**src/rtl/axi_mctp_wr_master.sv**
```systemverilog
// rtl/axi_mctp_wr_master.sv - AXI4 write master turning MCTP VDM fragment commands into write bursts
//
// Purpose: accepts a fragment command (start address, AXI len, 128-bit TLP/MCTP
// header) and then streams LEN+1 payload beats onto the W channel. The header
// replaces bits [127:0] of beat 0. Up to MAX_OUTSTANDING bursts may be awaiting
// their B response; BRESP errors are counted (saturating).
//
// Ports:
//   clk, reset_n                 clock, asynchronous active-low reset
//   cmd_valid/ready/addr/len/hdr fragment command handshake and fields
//   pld_valid/ready/data         payload beat stream
//   aw*                          AXI write address channel
//   w*                           AXI write data channel
//   bid/bresp/bvalid/bready      AXI write response channel
//   outstanding                  bursts issued on AW without a B yet
//   err_cnt                      number of non-OKAY responses (saturating)
//   done                         one-cycle pulse per accepted B response
//   busy                         FSM active or responses still pending
module axi_mctp_wr_master #(
  parameter int DATA_W          = 256,
  parameter int ADDR_W          = 64,
  parameter int ID_W            = 7,
  parameter int MAX_OUTSTANDING = 4
) (
  input  logic                clk,
  input  logic                reset_n,
  input  logic                cmd_valid,
  output logic                cmd_ready,
  input  logic [ADDR_W-1:0]   cmd_addr,
  input  logic [7:0]          cmd_len,
  input  logic [127:0]        cmd_hdr,
  input  logic                pld_valid,
  output logic                pld_ready,
  input  logic [DATA_W-1:0]   pld_data,
  output logic [ID_W-1:0]     awid,
  output logic [ADDR_W-1:0]   awaddr,
  output logic [7:0]          awlen,
  output logic [2:0]          awsize,
  output logic [1:0]          awburst,
  output logic                awlock,
  output logic [3:0]          awcache,
  output logic [2:0]          awprot,
  output logic [63:0]         awuser,
  output logic                awvalid,
  input  logic                awready,
  output logic [DATA_W-1:0]   wdata,
  output logic [DATA_W/8-1:0] wstrb,
  output logic                wlast,
  output logic [15:0]         wuser,
  output logic                wvalid,
  input  logic                wready,
  input  logic [ID_W-1:0]     bid,
  input  logic [1:0]          bresp,
  input  logic                bvalid,
  output logic                bready,
  output logic [3:0]          outstanding,
  output logic [15:0]         err_cnt,
  output logic                done,
  output logic                busy
);

  localparam logic [2:0] SIZE = 3'($clog2(DATA_W / 8));
  localparam logic [3:0] MAX_OUT = 4'(MAX_OUTSTANDING);

  typedef enum logic [1:0] {
    S_IDLE = 2'd0,
    S_AW   = 2'd1,
    S_W    = 2'd2
  } state_t;

  state_t           state;
  logic [7:0]       beat;
  logic [127:0]     hdr_q;
  logic [ID_W-1:0]  next_id;

  logic cmd_hs;
  logic aw_hs;
  logic w_hs;
  logic b_ok;

  // Response IDs are not needed: responses are only counted, never matched.
  logic unused_bid;
  assign unused_bid = ^bid;

  assign cmd_ready = (state == S_IDLE) && (outstanding < MAX_OUT);
  assign cmd_hs    = cmd_valid && cmd_ready;
  assign aw_hs     = awvalid && awready;
  assign w_hs      = wvalid && wready;
  // A response with nothing outstanding is stray; it is dropped entirely.
  assign b_ok      = bvalid && bready && (outstanding != 4'd0);

  assign awid    = next_id;
  assign awlock  = 1'b0;
  assign awcache = 4'd0;
  assign awprot  = 3'd0;
  assign awuser  = 64'd0;
  assign wstrb   = '1;
  assign wuser   = 16'd0;

  // W is a pass-through of the payload stream while in S_W only, so W can
  // never start ahead of the AW handshake.
  assign wvalid    = (state == S_W) && pld_valid;
  assign pld_ready = (state == S_W) && wready;
  assign wlast     = (state == S_W) && (beat == awlen);
  assign busy      = (state != S_IDLE) || (outstanding != 4'd0);

  generate
    if (DATA_W > 128) begin : g_wide
      assign wdata = (beat == 8'd0) ? {pld_data[DATA_W-1:128], hdr_q} : pld_data;
    end else begin : g_narrow
      assign wdata = (beat == 8'd0) ? hdr_q : pld_data;
    end
  endgenerate

  always_ff @(posedge clk or negedge reset_n) begin
    if (!reset_n) begin
      state       <= S_IDLE;
      beat        <= 8'd0;
      hdr_q       <= 128'd0;
      next_id     <= '0;
      awaddr      <= '0;
      awlen       <= 8'd0;
      awsize      <= 3'd0;
      awburst     <= 2'd0;
      awvalid     <= 1'b0;
      bready      <= 1'b0;
      outstanding <= 4'd0;
      err_cnt     <= 16'd0;
      done        <= 1'b0;
    end else begin
      bready <= 1'b1;
      done   <= b_ok;

      case (state)
        S_IDLE: begin
          if (cmd_hs) begin
            awaddr  <= cmd_addr;
            awlen   <= cmd_len;
            awsize  <= SIZE;
            awburst <= 2'b01;
            hdr_q   <= cmd_hdr;
            awvalid <= 1'b1;
            state   <= S_AW;
          end
        end
        S_AW: begin
          if (aw_hs) begin
            awvalid <= 1'b0;
            next_id <= next_id + 1'b1;
            beat    <= 8'd0;
            state   <= S_W;
          end
        end
        S_W: begin
          if (w_hs) begin
            if (wlast) begin
              state <= S_IDLE;
            end else begin
              beat <= beat + 8'd1;
            end
          end
        end
        default: state <= S_IDLE;
      endcase

      // Simultaneous issue and retire cancel out.
      if (aw_hs && !b_ok) begin
        outstanding <= outstanding + 4'd1;
      end else if (!aw_hs && b_ok) begin
        outstanding <= outstanding - 4'd1;
      end

      if (b_ok && (bresp != 2'b00) && (err_cnt != 16'hFFFF)) begin
        err_cnt <= err_cnt + 16'd1;
      end
    end
  end

endmodule

```
**config.mk**
```make
export PLATFORM = sky130hd
export DESIGN_NAME = axi_mctp_wr_master
export DESIGN_NICKNAME = d
export VERILOG_FILES = /design/src/rtl/axi_mctp_wr_master.sv
export SDC_FILE = /design/constraint.sdc
export NUM_CORES = 1
export LEC_CHECK = 0
export BUFFER_PORTS_ARGS = -buffer_cell sky130_fd_sc_hd__buf_2
export CAP_MARGIN = 10
export CORE_AREA = 5 5 369 371
export DETAILED_ROUTE_END_ITERATION = 16
export DIE_AREA = 0 0 374 376
export HOLD_SLACK_MARGIN = 0.06
export SLEW_MARGIN = 20
export SYNTH_ARGS = -nofsm -noshare
export SYNTH_HDL_FRONTEND = slang
export SYNTH_SLANG_ARGS = --single-unit
```
**constraint.sdc**
```tcl
create_clock -name clk -period 2.32 [get_ports clk]
set_clock_uncertainty 0.1 [all_clocks]
set_input_delay 0.464 -clock clk [delete_from_list [all_inputs] [get_ports clk]]
set_output_delay 0.464 -clock clk [all_outputs]
set_load 0.01 [all_outputs]
```
Yosys cells after proc, flatten, opt, wreduce, memory -nomap -nowiden
Cells that the tools add are included.
{ "word_totals": {"regBits": 242, "in_bits": 472, "elab_cells": 72} }
{ "classes": {"addsub": 5, "n_lt_le_gt_ge": 1, "n_eq_ne": 9, "muxes": 15, "n_reduce_logical": 29} }
{ "ops": {"columns": ["op", "count"], "rows": [
  ["$mux W128", 1],
  ["$mux W8", 3],
  ["$add A16 B1 Y16 const B", 1],
  ["$ne A16 B16 Y1 const B", 1],
  ["$pmux W8 S2", 1],
  ["$logic_and A1 B1 Y1", 13],
  ["$ne A2 B2 Y1 const B", 5],
  ["$reduce_bool A2 Y1", 5],
  ["$add A8 B1 Y8 const B", 1],
  ["$eq A8 B8 Y1", 1],
  ["$logic_not A8 Y1", 1],
  ["$mux W2", 4],
  ["$mux W4", 2],
  ["$reduce_and A4 Y1", 2],
  ["$add A7 B1 Y7 const B", 1],
  ["$pmux W2 S3", 1],
  ["$add A4 B1 Y4 const B", 1],
  ["$lt A4 B3 Y1 const B", 1],
  ["$reduce_and A2 Y1", 2],
  ["$reduce_bool A4 Y1", 1],
  ["$sub A4 B1 Y4 const B", 1],
  ["$reduce_and A3 Y1", 1],
  ["$eq A2 B1 Y1 const B", 1],
  ["$eq A2 B2 Y1 const B", 1],
  ["5 further kinds", 7]
]} }

Logic depth before layout (Yosys ltp)
Gate-level depths: netlist (run 1).
{ "depth": {"ltp_word": 5, "depth_mapped": 10} }

Worst setup path before layout (run 1)
No wires, ideal clock.
{ "synth_timing": {"kind": "reg2out", "start": "register beat[0]", "end": "output port wdata[100]", "arrival_ns": 1.707, "required_ns": 1.756, "slack_ns": 0.049, "stages_incl_launch_ff": 8, "n_path_buf": 2, "cell_sequence": "dfrtp_1 inv_1 ha_1 nor4b_1 nand4_1 clkbuf_1 buf_2 mux2_2"} }
{ "synth_via": {"elab_chain_cells": 2} }
{ "synth_rtl": {"columns": ["item", "line", "source"], "rows": [
  ["start: declaration", "72", "logic [7:0] beat;"],
  ["start signal: assignment", "159", "beat <= beat + 8'd1;"],
  ["$logic_not A8 Y1", "109", "assign wdata = (beat == 8'd0) ? {pld_data[DATA_W-1:128], hdr_q} : pld_data;"],
  ["$mux W128", "109", null],
  ["end: declaration", "46", "output logic [DATA_W-1:0] wdata,"]
]} }
No other way between the ends.

Worst setup path after layout (run 1)
{ "layout_timing": {"start": "register beat[1]", "end": "output port wdata[40]"} }
The elaborated chain is that of the path after synthesis.

==> metrics.md, run 1 <==
| Metric | Value |
|---|---|
| Crit path launch type | flop |
| Count of unique library cells instantiated by Yosys | 53 |
| Area of the die | roughly 140000 sq um |
| Most used standard cell by instance count after synthesis | mux2_2 |
| Worst-case setup margin in the final layout | -0.8940 ns |
| Highest clock frequency the design can meet | a little over 300 MHz |
| Total length of routed met2 wires | 33.24 mm |
| Area overhead of the layout relative to synthesis | 64.71% |
| Slew headroom | 0.5921 |
| Std cell rows | 134 |
| Pre-CTS setup slack | -0.3713 ns |
| Htree depth | 1 |
| Data required time at the worst endpoint | around 1.8 ns |
| Crit path buffers/inverters | 5 |
| Effective utilization at floorplan | 0.1002 |
| Cell area after synthesis | around 13000 sq um |
| Worst setup path endpoint | wdata[40] |
| Worst Reg2Reg Path Length in Cells | 8 |
| Final net count | 2252 |
| Critical path class | flop to output pin |
| Routed wire per std cell | between 15 and 20 microns |
| Clock edge transition at the registers on the reported setup and hold paths | 0.05 ns |
| DRC errors left | 0 |
| Mapped Avg Cell Area | between 10 and 15 sq um |
| Final hold violation count | 0 |
| Number of iterations in the first detailed-routing pass | 5 |
| Levels on crit path | 9 |
| Clock tree from TritonCTS | done |
| Top cell type by total area after synthesis | dfrtp_1 |
| First-pass GRT wire length | 91.66 mm |
| Post-route met1 wirelength | roughly 25 mm |
| Number of antenna violations at the first check in global routing | 34 |
| I/O Pins | 960 |
| Vias | 10736 |
| Total power divided by cell area | 1324 nW/um^2 |
| Largest net degree at the start of global routing | between 60 and 70 |
| Top layer used by detailed routing | met5 |
| Worst reg-to-reg setup slack | 0.10 ns |
| Clock latency at the later pin of the worst-skew pair | slightly below 0.6 ns |
| Largest incremental delay on the critical path | 0.39 ns |
| Start point of the critical path | beat[1]$_DFFE_PN0P_ |
| Number of enable flip-flop cells after synthesis | 0 |
| Max cap viols | 0 |
| List of cells traversed by the critical path | inv_2 -> ha_4 -> nor4b_4 -> nand4_1 -> buf_6 -> buf_16 -> buf_16 -> mux2_2 -> buf_2 |
| Number of global-route vias before repair | 11319 |
| First-iteration detailed-routing DRC count | 481 |
| Most common library cells after synthesis | mux2_2 (305), buf_4 (252), dfrtp_1 (241), mux2_1 (27), nand2_1 (27) |
| Buffer cell driving the clock tree root | clkbuf_16 |
| Final antenna-violating net count | 0 |
| Largest driver fanout on the critical path | 21 |
| Gpl congestion | about 0.83 |
| Number of instances in the synthesized netlist | between 1000 and 1500 |
| Clock sink count | 241 |
| Crit-path leading delay family | buffers and inverters |
| WHS Path Cells | 3 |
| Horiz. Die Dim | between 300 and 400 microns |
| Quantity of I/O buffers inserted on ports | 574 |
| Minimum clock period after layout | 3.214 ns |
| Global router's overall resource usage | 0.09254 |
| Arrival time reported for the critical path endpoint | 2.65 ns |
| Share of final-layout standard cells stronger than drive strength 1 | 0.5799 |
| Setup_tns | -100.21 ns |
| Predominant post-synthesis flop cell | dfrtp_1 |
| Hold Path Class | primary input to flop |
| Total of warnings raised by yosys | 0 |
| CP max stage cell | dfrtp_1 |
| Most repeated library cell on the critical path | buf_16 |
| Flops & latches, synth | 241 |
| Violations in the final reports | setup timing |
| Hpwl dp | 57.42 mm |
| Sequential share of the synthesized area | 0.4538 |
| Top area cells in the synthesized netlist | dfrtp_1 (45%), mux2_2 (26%), buf_4 (14%) |
| Average vias per placed instance | approximately 3 |
| Met3 Wirelength | 8.640 mm |
| Cell leakage power | around 10 nW |
| Worst VDD drop | 0.7673 mV |
| Crit share post-route | 1.385 |
| Number of buffers inserted during clock tree synthesis | 30 |
| Final setup violating endpoints | 129 |
| Post-detailed-routing wire length | roughly 70 mm |
| Unrepaired setup endpoints after global routing | true |
| Final Slew Violations | 0 |
| Fraction of registers with async set or reset after synthesis | 1.000 |
| Clock buffer depth | 3 |
| Core Footprint | 132600 sq um |
| Startpoint of the worst-slack reg-to-reg timing path | state[0]$_DFFE_PN0P_ |
| Least-Margin Pin Slew | just over 0.6 ns |
| Crit Reg-Reg Endpoint | hdr_q[69]$_DFFE_PN0P_ |
| Post-synth top area share | 0.4538 |
| Run status | complete, but fails checks |
| Die H | 376 microns |
| Congestion Overflow GR | 0 |
| Endpoint class of the critical path | output pin |
sequential cells by signal (all words and copies together), names as in the netlist:
name	count
done	1
hdr_q	128
awid	7
awvalid	1
bready	1
outstanding	4
awlen	8
beat	8
awaddr	64
awburst	1
state	2
err_cnt	16
tightest hold or removal path, cell delays in order:
cell and delay [ns]:
buf_2 0.13, nand2_8 0.13, mux2_1 0.15
layer usage:
layer  track usage  up-vias
met2        0.1542      605
met3       0.04784      146
met5      0.007204        -
li1              -     4766
met1        0.1012     5195
met4       0.03054       24
where the power goes:
group | internal [mW] | leakage (nW) | switching (mW)
registers | 6.19 | 2.90 | 1.38
logic | 8.56 | 6.38 | 7.55
clock network | 3.32 | 0.539 | 1.97
worst min path at each step:
stage | startpoint | end | slack, ns
floorplan | reset_n | awaddr[0]$_DFFE_PN0P_ | 0.07
global placement | reset_n | hdr_q[104]$_DFFE_PN0P_ | 0.32
detailed placement | reset_n | hdr_q[88]$_DFFE_PN0P_ | 0.32
CTS | cmd_valid | awaddr[23]$_DFFE_PN0P_ | 0.16
global route | cmd_valid | awaddr[23]$_DFFE_PN0P_ | 0.19
finish | cmd_valid | awaddr[24]$_DFFE_PN0P_ | 0.23
logic make-up after synthesis:
| group | share of synthesized area |
|---|---|
| and+or+nand+nor | 0.04321 |
| buffers and inverters | 0.1695 |
| muxes | 0.2828 |
| adders and majority gates | 0.008096 |
| other | 0.0005651 |
| AOI/OAI and AO/OA | 0.02561 |
| xor gates and xnor gates | 0.01648 |
| DFF | 0.4538 |
metrics by stage:
stage / hold WS [ns] / instance area [sq um] / std cells / utilization / power (mW)
final: 0.2299 / 21890 / 3576 / 0.1651 / 28.98
after CTS: 0.1614 / 21420 / 3556 / 0.1615 / 28.69
after detailed placement: 0.3246 / 17550 / 3287 / 0.1324 / 21.10
after global routing: 0.1950 / 21870 / 3570 / 0.1649 / 30.70
after floorplan: 0.06841 / 13740 / 1176 / - / 14.16
after global placement: 0.3222 / 17550 / 3287 / 0.1324 / 20.87
area by class of cell:
type / instances / area [sq um]
Antenna cell: 13 / 32.53
Clock buffer: 45 / 898.4
Clock inverter: 10 / 214.0
Fill cell: 14636 / 110700
Inverter: 11 / 45.04
Multi-Input combinational cell: 630 / 5644
Sequential cell: 241 / 6038
Tap cell: 1768 / 2212
Timing Repair Buffer: 858 / 6805
repair_timing:
action                                  in CTS  in global routing
cloned                                       3                  3
endpoints found under the setup margin     133                132
pin swaps                                    5                  4
resized for setup                          160                 73
hold endpoints to repair                   284                  0
hold buffers                               202                  0
buffers inserted                             9                  6
layout by cell type, fill, tap and decap left out, types with 26 or more instances in the layout:
master	n
dfrtp_1	235
dlygate4sd3_1	202
mux2_1	27
clkbuf_16	34
buf_2	455
buf_6	103
buf_4	49
buf_12	30
mux2_2	292
conb_1	123
nand2_1	26
Power figures use the tool's default switching activity.
==> inputs of run 2 (changes only) <==
Clock period 2.32 ns to 3.5 ns, I/O delays scaled along.
==> metrics.md, run 2 (synthesized netlist as in run 1, its figures left out) <==
| Metric | Value |
|---|---|
| Run status | finished, final reports clean |
| Final net count | 1990 |
| Hpwl dp | 54.60 mm |
| Register bank with the most flops | hdr_q |
| Largest incremental delay on the critical path | about 0.38 ns |
| First-pass GRT wire length | 83.35 mm |
| Commonest non-fill, non-tap cell in the layout | buf_2 |
| Buffer cell driving the clock tree root | clkbuf_16 |
| Effective utilization at floorplan | 0.1002 |
| Final Slew Violations | 0 |
| Post-detailed-routing wire length | 63.34 mm |
| Largest driver fanout on the critical path | 41 |
| Power, Total | 15.81 mW |
| Dpl cells | 3241 |
| First-iteration detailed-routing DRC count | 364 |
| Routed wire per std cell | 19.20 microns |
| Data required time at the worst endpoint | 2.70 ns |
| Fillers | 14996 |
| Htree depth | 1 |
| Core Footprint | 132600 sq um |
| Register area | 6031 sq um |
| Number of buffers inserted during clock tree synthesis | 28 |
| Number of global-route vias before repair | around 9900 |
| Largest registers in the final layout | hdr_q (128), awaddr (64), err_cnt (16) |
| Combined area of the multi-input logic cells | ~5500 sq um |
| Final antenna-violating net count | 0 |
| Total power divided by cell area | 885.1 nW/um^2 |
| Max FFs per register | 128 |
| Final hold violation count | 0 |
| Average vias per placed instance | approximately 2.9 |
| Hold Path Class | primary input to flop |
| Non-Filler Instances | 3298 |
| Clock sink count | 241 |
| Most frequent cells in the layout | buf_2 (571), mux2_2 (303), dfrtp_1 (241), conb_1 (123), clkbuf_16 (29) |
| Crit-path leading delay family | buffers and inverters |
| Crit share post-route | 0.9715 |
| Highest clock frequency the design can meet | 294.1 MHz |
| List of cells traversed by the critical path | inv_1 -> ha_1 -> nor4b_2 -> nand4_1 -> buf_4 -> buf_12 -> buf_16 -> mux2_2 -> buf_2 |
| Global router's overall resource usage | 0.08473 |
| Number of antenna violations at the first check in global routing | 23 |
| Die H | 376 microns |
| Crit path launch type | flop |
| Horiz. Die Dim | 374 microns |
| Area of the die | 140600 sq um |
| Final setup violating endpoints | 0 |
| Quantity of I/O buffers inserted on ports | 574 |
| Crit path buffers/inverters | 5 |
| Minimum clock period after layout | roughly 3.4 ns |
| Max cap viols | 0 |
| Vias | 9401 |
| Clock edge transition at the registers on the reported setup and hold paths | around 0.060 ns |
| Least-Margin Pin Slew | 0.7796 ns |
| DRC errors left | 0 |
| Std cell rows | 134 |
| Endpoint class of the critical path | output pin |
| Clock buffer depth | 3 |
| I/O Pins | 960 |
| Number of iterations in the first detailed-routing pass | 4 |
| Cell leakage power | 8.073 nW |
| Largest net degree at the start of global routing | 93 |
| Share of final-layout standard cells stronger than drive strength 1 | 0.6217 |
| Unrepaired setup endpoints after global routing | true |
| Clock latency at the later pin of the worst-skew pair | between 0.5 and 0.6 ns |
| Worst VDD drop | ~0.49 mV |
| Gpl congestion | 0.7777 |
| Area overhead of the layout relative to synthesis | 34.42% |
| Arrival time reported for the critical path endpoint | approximately 2.6 ns |
| CP max stage cell | dfrtp_1 |
| Congestion Overflow GR | 0 |
| Clock tree from TritonCTS | done |
| Slew headroom | 0.4803 |
| Critical path class | flop to output pin |
run 2: worst reg2reg max path, cell delays in order (launching register included):
cell and delay (ns):
dfrtp_1 0.67, nor4_4 0.67, nand2_8 0.24, buf_12 0.28, mux2_1 0.74
run 2: what timing repair did:
action	in CTS	in global routing
resized for setup	5	3
hold buffers	1	0
endpoints found under the setup margin	116	11
endpoints found under the hold margin	59	0
cloned	0	1
setup buffers	5	0
pin swaps	1	0
run 2: where the power goes:
part / switching [mW] / internal [mW] / total (mW)
sequential: 0.927 / 4.09 / 5.02
clock: 1.25 / 1.64 / 2.89
combinational: 4.28 / 3.62 / 7.90
total: 6.46 / 9.35 / 15.8
run 2: layout make-up:
type,instances,area share
Inverter,11,0.002311
Timing Repair Buffer,598,0.1795
Multi-Input combinational cell,630,0.3073
Sequential cell,241,0.3376
Clock buffer,41,0.04475
Clock inverter,7,0.004482
Tap cell,1768,0.1238
Antenna cell,2,0.0002802
run 2: routing by layer:
metal  GRT usage  vias to the layer above  share of wire
li1            -                     4207              -
met1      0.1007                     4559           0.39
met2      0.1398                      514           0.47
met3     0.03667                      113           0.11
met4     0.02303                        8          0.027
met5           0                        -        0.00092
run 2: worst paths after layout:
check	startpoint	to	slack, ns	cells past startpoint
worst min register to register	awid[6]$_DFFE_PN0P_	awid[6]$_DFFE_PN0P_	0.37	1
max in group asynchronous	reset_n	hdr_q[113]$_DFFE_PN0P_	1.90	4
worst min-delay path	cmd_hdr[8]	hdr_q[8]$_DFFE_PN0P_	0.19	2
min in group asynchronous	reset_n	hdr_q[99]$_DFFE_PN0P_	0.56	2
worst max register to register	state[0]$_DFFE_PN0P_	hdr_q[69]$_DFFE_PN0P_	0.71	4
worst max-delay path	beat[0]$_DFFE_PN0P_	wdata[81]	0.1	9
run 2: through the flow:
stage / utilization / instance area (sq um) / setup TNS (ns) / worst slack (ns) / hold slack (ns)
floorplan: - / 13740 / 0 / 0.9935 / 0.3044
global placement: 0.1272 / 16870 / 0 / 0.4490 / 0.3642
detailed placement: 0.1272 / 16870 / 0 / 0.4638 / 0.3581
CTS: 0.1344 / 17820 / 0 / 0.05488 / 0.1034
global route: 0.1347 / 17860 / -0.02764 / -0.02200 / 0.1331
finish: 0.1347 / 17860 / 0 / 0.09974 / 0.1861
==> inputs of run 3 (changes only) <==
Settings changed: SETUP_SLACK_MARGIN from default to 0.5.
Clock period 3.5 ns to 3.1 ns, I/O delays scaled along.
==> metrics.md, run 3 (synthesized netlist as in run 1, its figures left out) <==
| Metric | Value |
|---|---|
| Run status | complete, but fails checks |
| Violations in the final reports | setup timing |
| First-pass GRT wire length | roughly 89 mm |
| I/O Pins | 960 |
| Die H | 376 microns |
| Hold Path Class | primary input to flop |
| Area of the die | 140600 sq um |
| Startpoint of the worst hold path | cmd_hdr[101] |
| Number of antenna violations at the first check in global routing | 25 |
| Number of buffers inserted during clock tree synthesis | 31 |
| Final hold violation count | 0 |
| Crit-path leading delay family | buffers and inverters |
| Dpl cells | 3256 |
| WHS Path Cells | 2 |
| Setup_tns | -33.53 ns |
| Data required time at the worst endpoint | 2.38 ns |
| Final setup violating endpoints | around 130 |
| Total power divided by cell area | 1019 nW/um^2 |
| Htree depth | 1 |
| Most repeated library cell on the critical path | buf_16 |
| Hpwl dp | 54.73 mm |
| Clock latency at the later pin of the worst-skew pair | between 0.6 and 0.7 ns |
| Clock sink count | 241 |
| Quantity of I/O buffers inserted on ports | ~570 |
| Largest registers in the final layout | hdr_q (128), awaddr (64), err_cnt (16) |
| Slew headroom | 0.6047 |
| Final net count | 2165 |
| Clock buffer depth | 3 |
| Most frequent cells in the layout | buf_2 (471), mux2_2 (295), dfrtp_1 (232), dlygate4sd3_1 (125), conb_1 (123) |
| Vias | 10180 |
| Worst reg-to-reg setup slack | 0.65 ns |
| Share of final-layout standard cells stronger than drive strength 1 | 0.6023 |
| Post-detailed-routing wire length | between 60 and 70 mm |
| Endpoint class of the critical path | output pin |
| Minimum clock period after layout | approximately 3.4 ns |
| Max cap viols | 0 |
| Clock tree from TritonCTS | done |
| Largest incremental delay on the critical path | 0.39 ns |
| Worst-case setup margin in the final layout | -0.3446 ns |
| Largest driver fanout on the critical path | 8 |
| Gpl congestion | roughly 0.8 |
| Worst Hold End | hdr_q[101]$_DFFE_PN0P_ |
| Std cell rows | 134 |
| Average vias per placed instance | 2.924 |
| Buffer cell driving the clock tree root | clkbuf_16 |
| Clock edge transition at the registers on the reported setup and hold paths | 0.06 ns |
| Worst Reg2Reg Path Length in Cells | 9 |
| Global router's overall resource usage | 0.09126 |
| List of cells traversed by the critical path | inv_2 -> ha_4 -> nor4b_4 -> nand4_1 -> buf_6 -> buf_16 -> buf_16 -> buf_16 -> mux2_4 -> buf_6 |
| Unrepaired setup endpoints after global routing | true |
| Crit path buffers/inverters | 6 |
| Least-Margin Pin Slew | between 0.5 and 0.6 ns |
| CP max stage cell | dfrtp_1 |
| Critical path class | flop to output pin |
| Crit Reg-Reg Endpoint | hdr_q[26]$_DFFE_PN0P_ |
| Arrival time reported for the critical path endpoint | between 2 and 3 ns |
| Core Footprint | 132600 sq um |
| Max FFs per register | 128 |
| Highest clock frequency the design can meet | 290.3 MHz |
| Register bank with the most flops | hdr_q |
| Commonest non-fill, non-tap cell in the layout | buf_2 |
| Startpoint of the worst-slack reg-to-reg timing path | state[1]$_DFFE_PN0P_ |
| Area overhead of the layout relative to synthesis | 55.89% |
| Worst VDD drop | 0.6605 mV |
| DRC errors left | 0 |
| Crit path launch type | flop |
| Congestion Overflow GR | 0 |
| Effective utilization at floorplan | 0.1002 |
| Horiz. Die Dim | 374 microns |
| Final antenna-violating net count | 0 |
| Largest net degree at the start of global routing | 57 |
| Non-Filler Instances | 3482 |
| First-iteration detailed-routing DRC count | 441 |
| Final Slew Violations | 0 |
| Number of iterations in the first detailed-routing pass | 4 |
| Number of global-route vias before repair | 10607 |
| Routed wire per std cell | 19.71 microns |
| Cell leakage power | 9.320 nW |
| Crit share post-route | 1.111 |
[run 3: worst max-delay path by stage]
stage / start / slack (ns) / to / cells after the start
3_3_place_gp: beat[0]$_DFFE_PN0P_ / 0.16 / wdata[81] / 8
4_1_cts: beat[0]$_DFFE_PN0P_ / -0.33 / wdata[81] / 10
6_report: beat[1]$_DFFE_PN0P_ / -0.34 / wdata[81] / 10
5_1_grt: beat[0]$_DFFE_PN0P_ / -0.47 / wdata[81] / 10
2_1_floorplan: beat[0]$_DFFE_PN0P_ / 0.67 / wdata[100] / 7
3_5_place_dp: beat[0]$_DFFE_PN0P_ / 0.14 / wdata[81] / 8
[run 3: stage by stage]
step / hold WS [ns] / cell area, sq um / total power, mW / util / worst slack (ns)
2_1_floorplan: 0.2244 / 13740 / 10.60 / - / 0.6735
3_3_place_gp: 0.3646 / 17000 / 14.91 / 0.1281 / 0.1622
3_5_place_dp: 0.3635 / 17000 / 15.05 / 0.1281 / 0.1392
4_1_cts: 0.06004 / 20440 / 21.46 / 0.1541 / -0.3338
5_1_grt: 0.07944 / 20700 / 22.57 / 0.1561 / -0.4703
6_report: 0.1208 / 20720 / 21.12 / 0.1562 / -0.3446
[run 3: area by class of cell]
| cell class | instances | area (sq um) |
|---|---|---|
| clock inverter | 13 | 127.6 |
| inverter | 11 | 41.29 |
| antenna | 9 | 22.52 |
| clock buffer | 40 | 849.6 |
| multi-input combinational | 630 | 5598 |
| sequential | 241 | 6042 |
| fill | 14701 | 111900 |
| tap | 1768 | 2212 |
| timing repair buffer | 770 | 5826 |
[run 3: worst reg2reg max path, cell delays in order (launching register included)]
cell and delay (ns):
dfrtp_2 0.40, buf_4 0.16, nor4_4 0.26, buf_6 0.14, buf_4 0.09, buf_4 0.13, nand2_8 0.28, buf_4 0.34
buf_4 0.16, mux2_2 0.27
[run 3: metal layers]
metal	up-vias	track usage	wire [microns]
met5	-	0	147
met4	20	0.03039	2753
met3	129	0.04182	7777
met2	563	0.1474	31570
met1	4874	0.1074	26390
li1	4594	-	-
[run 3: what timing repair did]
action | in CTS | in global routing
gates resized for setup | 231 | 23
buffers inserted | 22 | 3
endpoints found under the setup margin | 132 | 131
hold buffers | 125 | 0
hold endpoints to repair | 171 | 0
cloned | 9 | 5
pin swaps | 8 | 1
[run 3: power breakdown]
part | switching, mW | total, mW | internal, mW
combinational | 5.69 | 11.9 | 6.23
clock | 1.53 | 3.55 | 2.01
sequential | 1.02 | 5.65 | 4.64
total | 8.24 | 21.1 | 12.9
